===== config.mk =====
export PLATFORM = sky130hd
export DESIGN_NAME = sunrise_sequencer
export DESIGN_NICKNAME = d
export VERILOG_FILES = /design/src/rtl/sunrise_sequencer.sv
export SDC_FILE = /design/constraint.sdc
export NUM_CORES = 1
export LEC_CHECK = 0
export ABC_AREA = 1
export CAP_MARGIN = 20
export CORE_UTILIZATION = 48
export CTS_CLUSTER_DIAMETER = 150
export DETAILED_ROUTE_END_ITERATION = 12
export GPL_TIMING_DRIVEN = 1
export PLACE_DENSITY = 0.76
export SYNTH_ARGS = -nofsm -noshare
export SYNTH_HDL_FRONTEND = slang
export SYNTH_SLANG_ARGS = --single-unit

===== constraint.sdc =====
create_clock -name clk_pix -period 1.9 [get_ports clk_pix]
set_input_delay 0.38 -clock clk_pix [delete_from_list [all_inputs] [get_ports clk_pix]]
set_output_delay 0.38 -clock clk_pix [all_outputs]
set_load 0.02 [all_outputs]

===== src/rtl/sunrise_sequencer.sv =====
// rtl/sunrise_sequencer.sv - frame-paced sunrise/sunset fade controller
//
// Ports:
//   clk_pix      in   pixel clock, sole clock
//   rst          in   synchronous active-high reset
//   frame        in   single-cycle start-of-frame strobe
//   start        in   single-cycle cycle request, honoured only in IDLE
//   pause        in   level, freezes all state and masks frame strobes
//   loop_en      in   level, sampled at cycle end: 1 = restart RAMP, 0 = IDLE
//   step_frames  in   frames per fade step (0 behaves as 1)
//   fade_level   out  registered fade value for the sun renderer
//   direction    out  registered, 0 = day ramp, 1 = night ramp
//   state        out  registered FSM code: IDLE=0, RAMP=1, NIGHT=2
//   busy         out  registered, high whenever state is not IDLE
//   cycle_done   out  registered single-cycle pulse at the end of NIGHT

module sunrise_sequencer #(
  parameter int STEPW = 4
) (
  input  logic             clk_pix,
  input  logic             rst,
  input  logic             frame,
  input  logic             start,
  input  logic             pause,
  input  logic             loop_en,
  input  logic [STEPW-1:0] step_frames,
  output logic [7:0]       fade_level,
  output logic             direction,
  output logic [1:0]       state,
  output logic             busy,
  output logic             cycle_done
);

  typedef enum logic [1:0] {
    IDLE  = 2'd0,
    RAMP  = 2'd1,
    NIGHT = 2'd2
  } state_t;

  state_t           st;
  logic [STEPW-1:0] cnt;
  logic [STEPW-1:0] neff_m1;
  logic             qual;
  logic             step_due;

  // Neff-1 with the zero setting folded onto one frame per step. Evaluated
  // live so a lowered setting takes effect on the very next qualified frame.
  assign neff_m1  = (step_frames == '0) ? '0 : step_frames - STEPW'(1);

  // Pause outranks the frame strobe; frames never count while idle.
  assign qual     = frame && !pause && (st != IDLE);

  // ">=" rather than "==" so a count left above a newly lowered setting
  // still fires instead of wrapping around.
  assign step_due = qual && (cnt >= neff_m1);

  assign state    = st;

  always_ff @(posedge clk_pix) begin
    if (rst) begin
      st         <= IDLE;
      cnt        <= '0;
      fade_level <= 8'd0;
      direction  <= 1'b0;
      busy       <= 1'b0;
      cycle_done <= 1'b0;
    end else begin
      cycle_done <= 1'b0;

      case (st)
        IDLE: begin
          fade_level <= 8'd0;
          direction  <= 1'b0;
          cnt        <= '0;
          // A frame in the same cycle as start is deliberately not counted.
          if (start) begin
            st   <= RAMP;
            busy <= 1'b1;
          end
        end

        RAMP: begin
          if (step_due) begin
            cnt <= '0;
            if (fade_level != 8'd255) begin
              fade_level <= fade_level + 8'd1;
            end else begin
              // Turn step: level holds at full brightness, only direction flips.
              st        <= NIGHT;
              direction <= 1'b1;
            end
          end else if (qual) begin
            cnt <= cnt + STEPW'(1);
          end
        end

        NIGHT: begin
          if (step_due) begin
            cnt <= '0;
            if (fade_level != 8'd0) begin
              fade_level <= fade_level - 8'd1;
            end else begin
              // End step: the done pulse lands in the same cycle the new
              // state becomes visible.
              cycle_done <= 1'b1;
              direction  <= 1'b0;
              if (loop_en) begin
                st <= RAMP;
              end else begin
                st   <= IDLE;
                busy <= 1'b0;
              end
            end
          end else if (qual) begin
            cnt <= cnt + STEPW'(1);
          end
        end

        default: begin
          st         <= IDLE;
          cnt        <= '0;
          fade_level <= 8'd0;
          direction  <= 1'b0;
          busy       <= 1'b0;
        end
      endcase
    end
  end

endmodule

==> metrics.md, run 1 <==
| Metric | Value |
|---|---|
| Placement-stage cell area | `1710 um2` |
| Design area | `1850 um2` |
| Die height | `55.8 um` |
| Bufs on Longest Clock Path | `2` |
| Post-Syn Nets | `around 240` |
| Core ar. | `2760 um2` |
| Area grow syn2layout | `32.9%` |
| Drt total wl | `3270 um` |
| Wire per inst | `11.5 um` |
| Port Buffers | `22` |
| Largest net degree at the start of global routing | `12` |
| Outcome | `finished, final reports clean` |
| Fin worst setup slack | `0.0642 ns` |
| Setup Viol. Count Final | `0` |
| Final hold slack | `0.467 ns` |
| Detailed Routing Iterations Pass 1 | `4` |
| Pre-CTS setup slack | `-0.599 ns` |
| Setup TNS | `0 ns` |
| Synth Area in Compound Gates | `9.09%` |
| Yosys reg bits | `17` |
| Setup repair after global routing missed its margin | `no` |
| Power Total | `3.05 mW` |
| Pwr Density | `1650 nW/um2` |
| Hold-fix buffers at CTS | `0` |
| Post-route minimum period | `1.84 ns` |
| Synth Cell Area | `between 1000 and 1500 um2` |
| Starting Density | `50.4%` |
| Via-per-instance ratio | `5.21` |
| # fillers | `237` |
| Worst path slowest cell | `clkdlybuf4s50_1` |
| Relative slew slack | `approximately 76%` |
| Least-Margin Pin Slew | `approximately 0.35 ns` |
| Register area share after synthesis | `about a quarter` |
| Total GRT Usage | `a little over a fifth` |
| Vias post-DR | `~1,500` |
| Hold Crit Class | `flip-flop to flip-flop` |
| Synth top area cells | `dfxtp_1 24%, nand2_1 16%, ha_1 14%` |
| First-pass GRT wire length | `5450 um` |
| Share of post-route cells with drive strength above 1 | `19.7%` |
| CP Max Fanout | `6` |
| Avg Cell Area, Syn | `between 6 and 7 um2` |
| CP peak stage delay | `0.66 ns` |
| Layout Nets | `281` |
| Number of global-route vias before repair | `1,288` |
| Final hold violations | `0` |
| Detailed-placement wirelength estimate | `2380 um` |
| Leakage Power | `0.920 nW` |
| Final worst path period share | `a little over nine tenths` |
| Total grt overflow | `0` |
| Startpoint types | `flip-flop` |
| Buffers & Inverters on Critical Path | `1` |
| Sink Count | `17` |
| Placed cells | `275` |
| Worst-path clk slew | `0.12 ns` |
| CP Class | `flip-flop to primary output` |
| Max IR drop VDD | `0.00147 V` |
| Delay-heaviest family, CP | `buffers and inverters` |
| Cell variety after synth | `27` |
| H-tree depth | `1` |
| Std-Cell Rows | `19` |
| Top-Level Pins | `23` |
| Total die area | `a little over 3000 um2` |
| Critical-path cell list | `clkdlybuf4s50_1` |
| Post-DRT Antenna Nets | `0` |
| Post-synthesis simple-gate area fraction | `about two fifths` |
| CTS tree | `yes` |
| Share of the synthesized area in the top cell type | `24.5%` |
| Die width | `55.8 um` |
| Cell taking the most area after synthesis | `dfxtp_1` |
| Synth Instances | `roughly 220` |
| Mux share of post-synthesis cell area | `0%` |
| Main combinational cell family by area after synthesis | `simple AND/OR/NAND/NOR gates` |
| Clk_lat worst skew | `0.30 ns` |
| Data required time of the critical path | `1.52 ns` |
| Fin util | `67.0%` |
| Count of final max-slew check failures | `0` |
| Worst endpoint data arrival time | `about 1.5 ns` |
| Max_cap viols | `0` |
| Yosys warning count | `0` |
| Total CTS buffers | `3` |
| Endpoint class of the critical path | `primary output` |
| Ant diodes | `0` |
| Final GP Congestion | `~0.84` |
| Residual DRC | `0` |
| Non-Filler Instances | `285` |
| Initial antenna violation count | `0` |
| Root Driver | `clkbuf_4` |
| Synth Area in XOR/XNOR | `1.26%` |
| Max Clock Skew | `0.0153 ns` |
| Synth Area in Adders | `14.9%` |
| DRT iter0 DRCs | `57` |
| F_max | `0.545 GHz` |
==> final timing paths <==
kind                  from       endpoint  slack (ns)  depth (start not counted)
min              direction      direction        0.47                          2
max          fade_level[1]  fade_level[1]        0.06                          1
min reg2reg      direction      direction        0.47                          2
max reg2reg       state[0]  fade_level[5]        0.11                         11
==> logic make-up (layout without fill, tap and decap cells) <==
logic type                 count (synthesis)  count (layout)
xor gates and xnor gates                   2               2
and+or+nand+nor                          126             127
AOI/OAI and AO/OA                         24              24
DFF                                       17              17
buffers and inverters                     31              68
adders and majority gates                 16              16
==> state kept, by name, summed over array words and instances, names as in the netlist <==
name,flops
busy,1
cnt,4
cycle_done,1
direction,1
fade_level,8
state,2
==> synth_stat cells <==
library cell / count
a21oi_1: 18
inv_2: 1
nand4_1: 5
inv_1: 27
nand2_2: 2
nor3_4: 1
dfxtp_1: 17
nand3_2: 2
or2_2: 2
buf_6: 1
xnor2_1: 1
clkinv_1: 1
nand3b_1: 1
a31oi_1: 1
nand2_4: 1
a21o_1: 2
o21ai_0: 3
nor2_1: 27
nand3_1: 21
nor3_1: 1
fa_1: 1
ha_1: 15
xor2_1: 1
nor2_2: 3
nor3b_1: 2
clkbuf_1: 1
nand2_1: 58
==> cell type report <==
cell class              count  area, um2  share of cell area, %
repair buffers             35        309                   16.7
flip-flops and latches     17        344                   18.6
multi-input cells         169       1020                   55.0
well taps                  31       38.8                   2.10
inverters                  29        109                   5.89
clock buffers               3       22.5                   1.22
clock inverters             1       7.51                  0.406
==> power by group <==
group	leakage (nW)	internal [mW]	total (mW)	switching, mW
registers	0.140	0.481	0.639	0.158
clock network	0.0139	0.0800	0.206	0.126
logic	0.766	0.919	2.21	1.29
total	0.920	1.48	3.05	1.57
==> what timing repair did <==
action | in CTS | in global routing
gates cloned | 1 | 0
endpoints found under the setup margin | 17 | 16
pin swaps | 11 | 9
gates resized for setup | 19 | 13
buffers inserted | 3 | 2
==> layer usage <==
| layer | global-route usage (%) | wire [um] | part of all wire, % | up-vias |
|---|---|---|---|---|
| met5 | 0 | 0 | 0 | - |
| met4 | 3.14 | 12 | 0.37 | 0 |
| met3 | 2.79 | 124 | 3.8 | 2 |
| met2 | 39.1 | 1560 | 48 | 35 |
| met1 | 28.5 | 1570 | 48 | 669 |
| li1 | - | - | - | 778 |
==> cell usage in the layout, fill, tap and decap left out <==
cell             instances
a21o_1                   2
a21oi_1                 14
a21oi_2                  4
a31oi_1                  1
buf_4                   12
buf_6                    1
clkbuf_2                 2
clkbuf_4                 3
clkdlybuf4s50_1         18
clkinv_1                 1
clkinvlp_4               1
dfxtp_1                 14
dfxtp_2                  3
dlygate4sd2_1            2
fa_2                     1
ha_1                    13
ha_2                     1
ha_4                     1
inv_1                   24
inv_2                    4
nand2_1                 57
nand2_2                  1
nand2_4                  2
nand2_8                  2
nand3_1                 18
nand3_2                  5
nand3b_1                 1
nand4_1                  5
nor2_1                  26
nor2_2                   4
nor3_1                   1
nor3_4                   1
nor3b_1                  2
o21ai_1                  3
or2_2                    2
xnor2_1                  1
xor2_1                   1
Note: power is estimated with default switching activity, not from simulation.
==> run 2: changes to the inputs <==
SLEW_MARGIN = 25   (was unset)
==> results of run 2 <==
Final layout, timing and power as in run 1 (identical DEF).
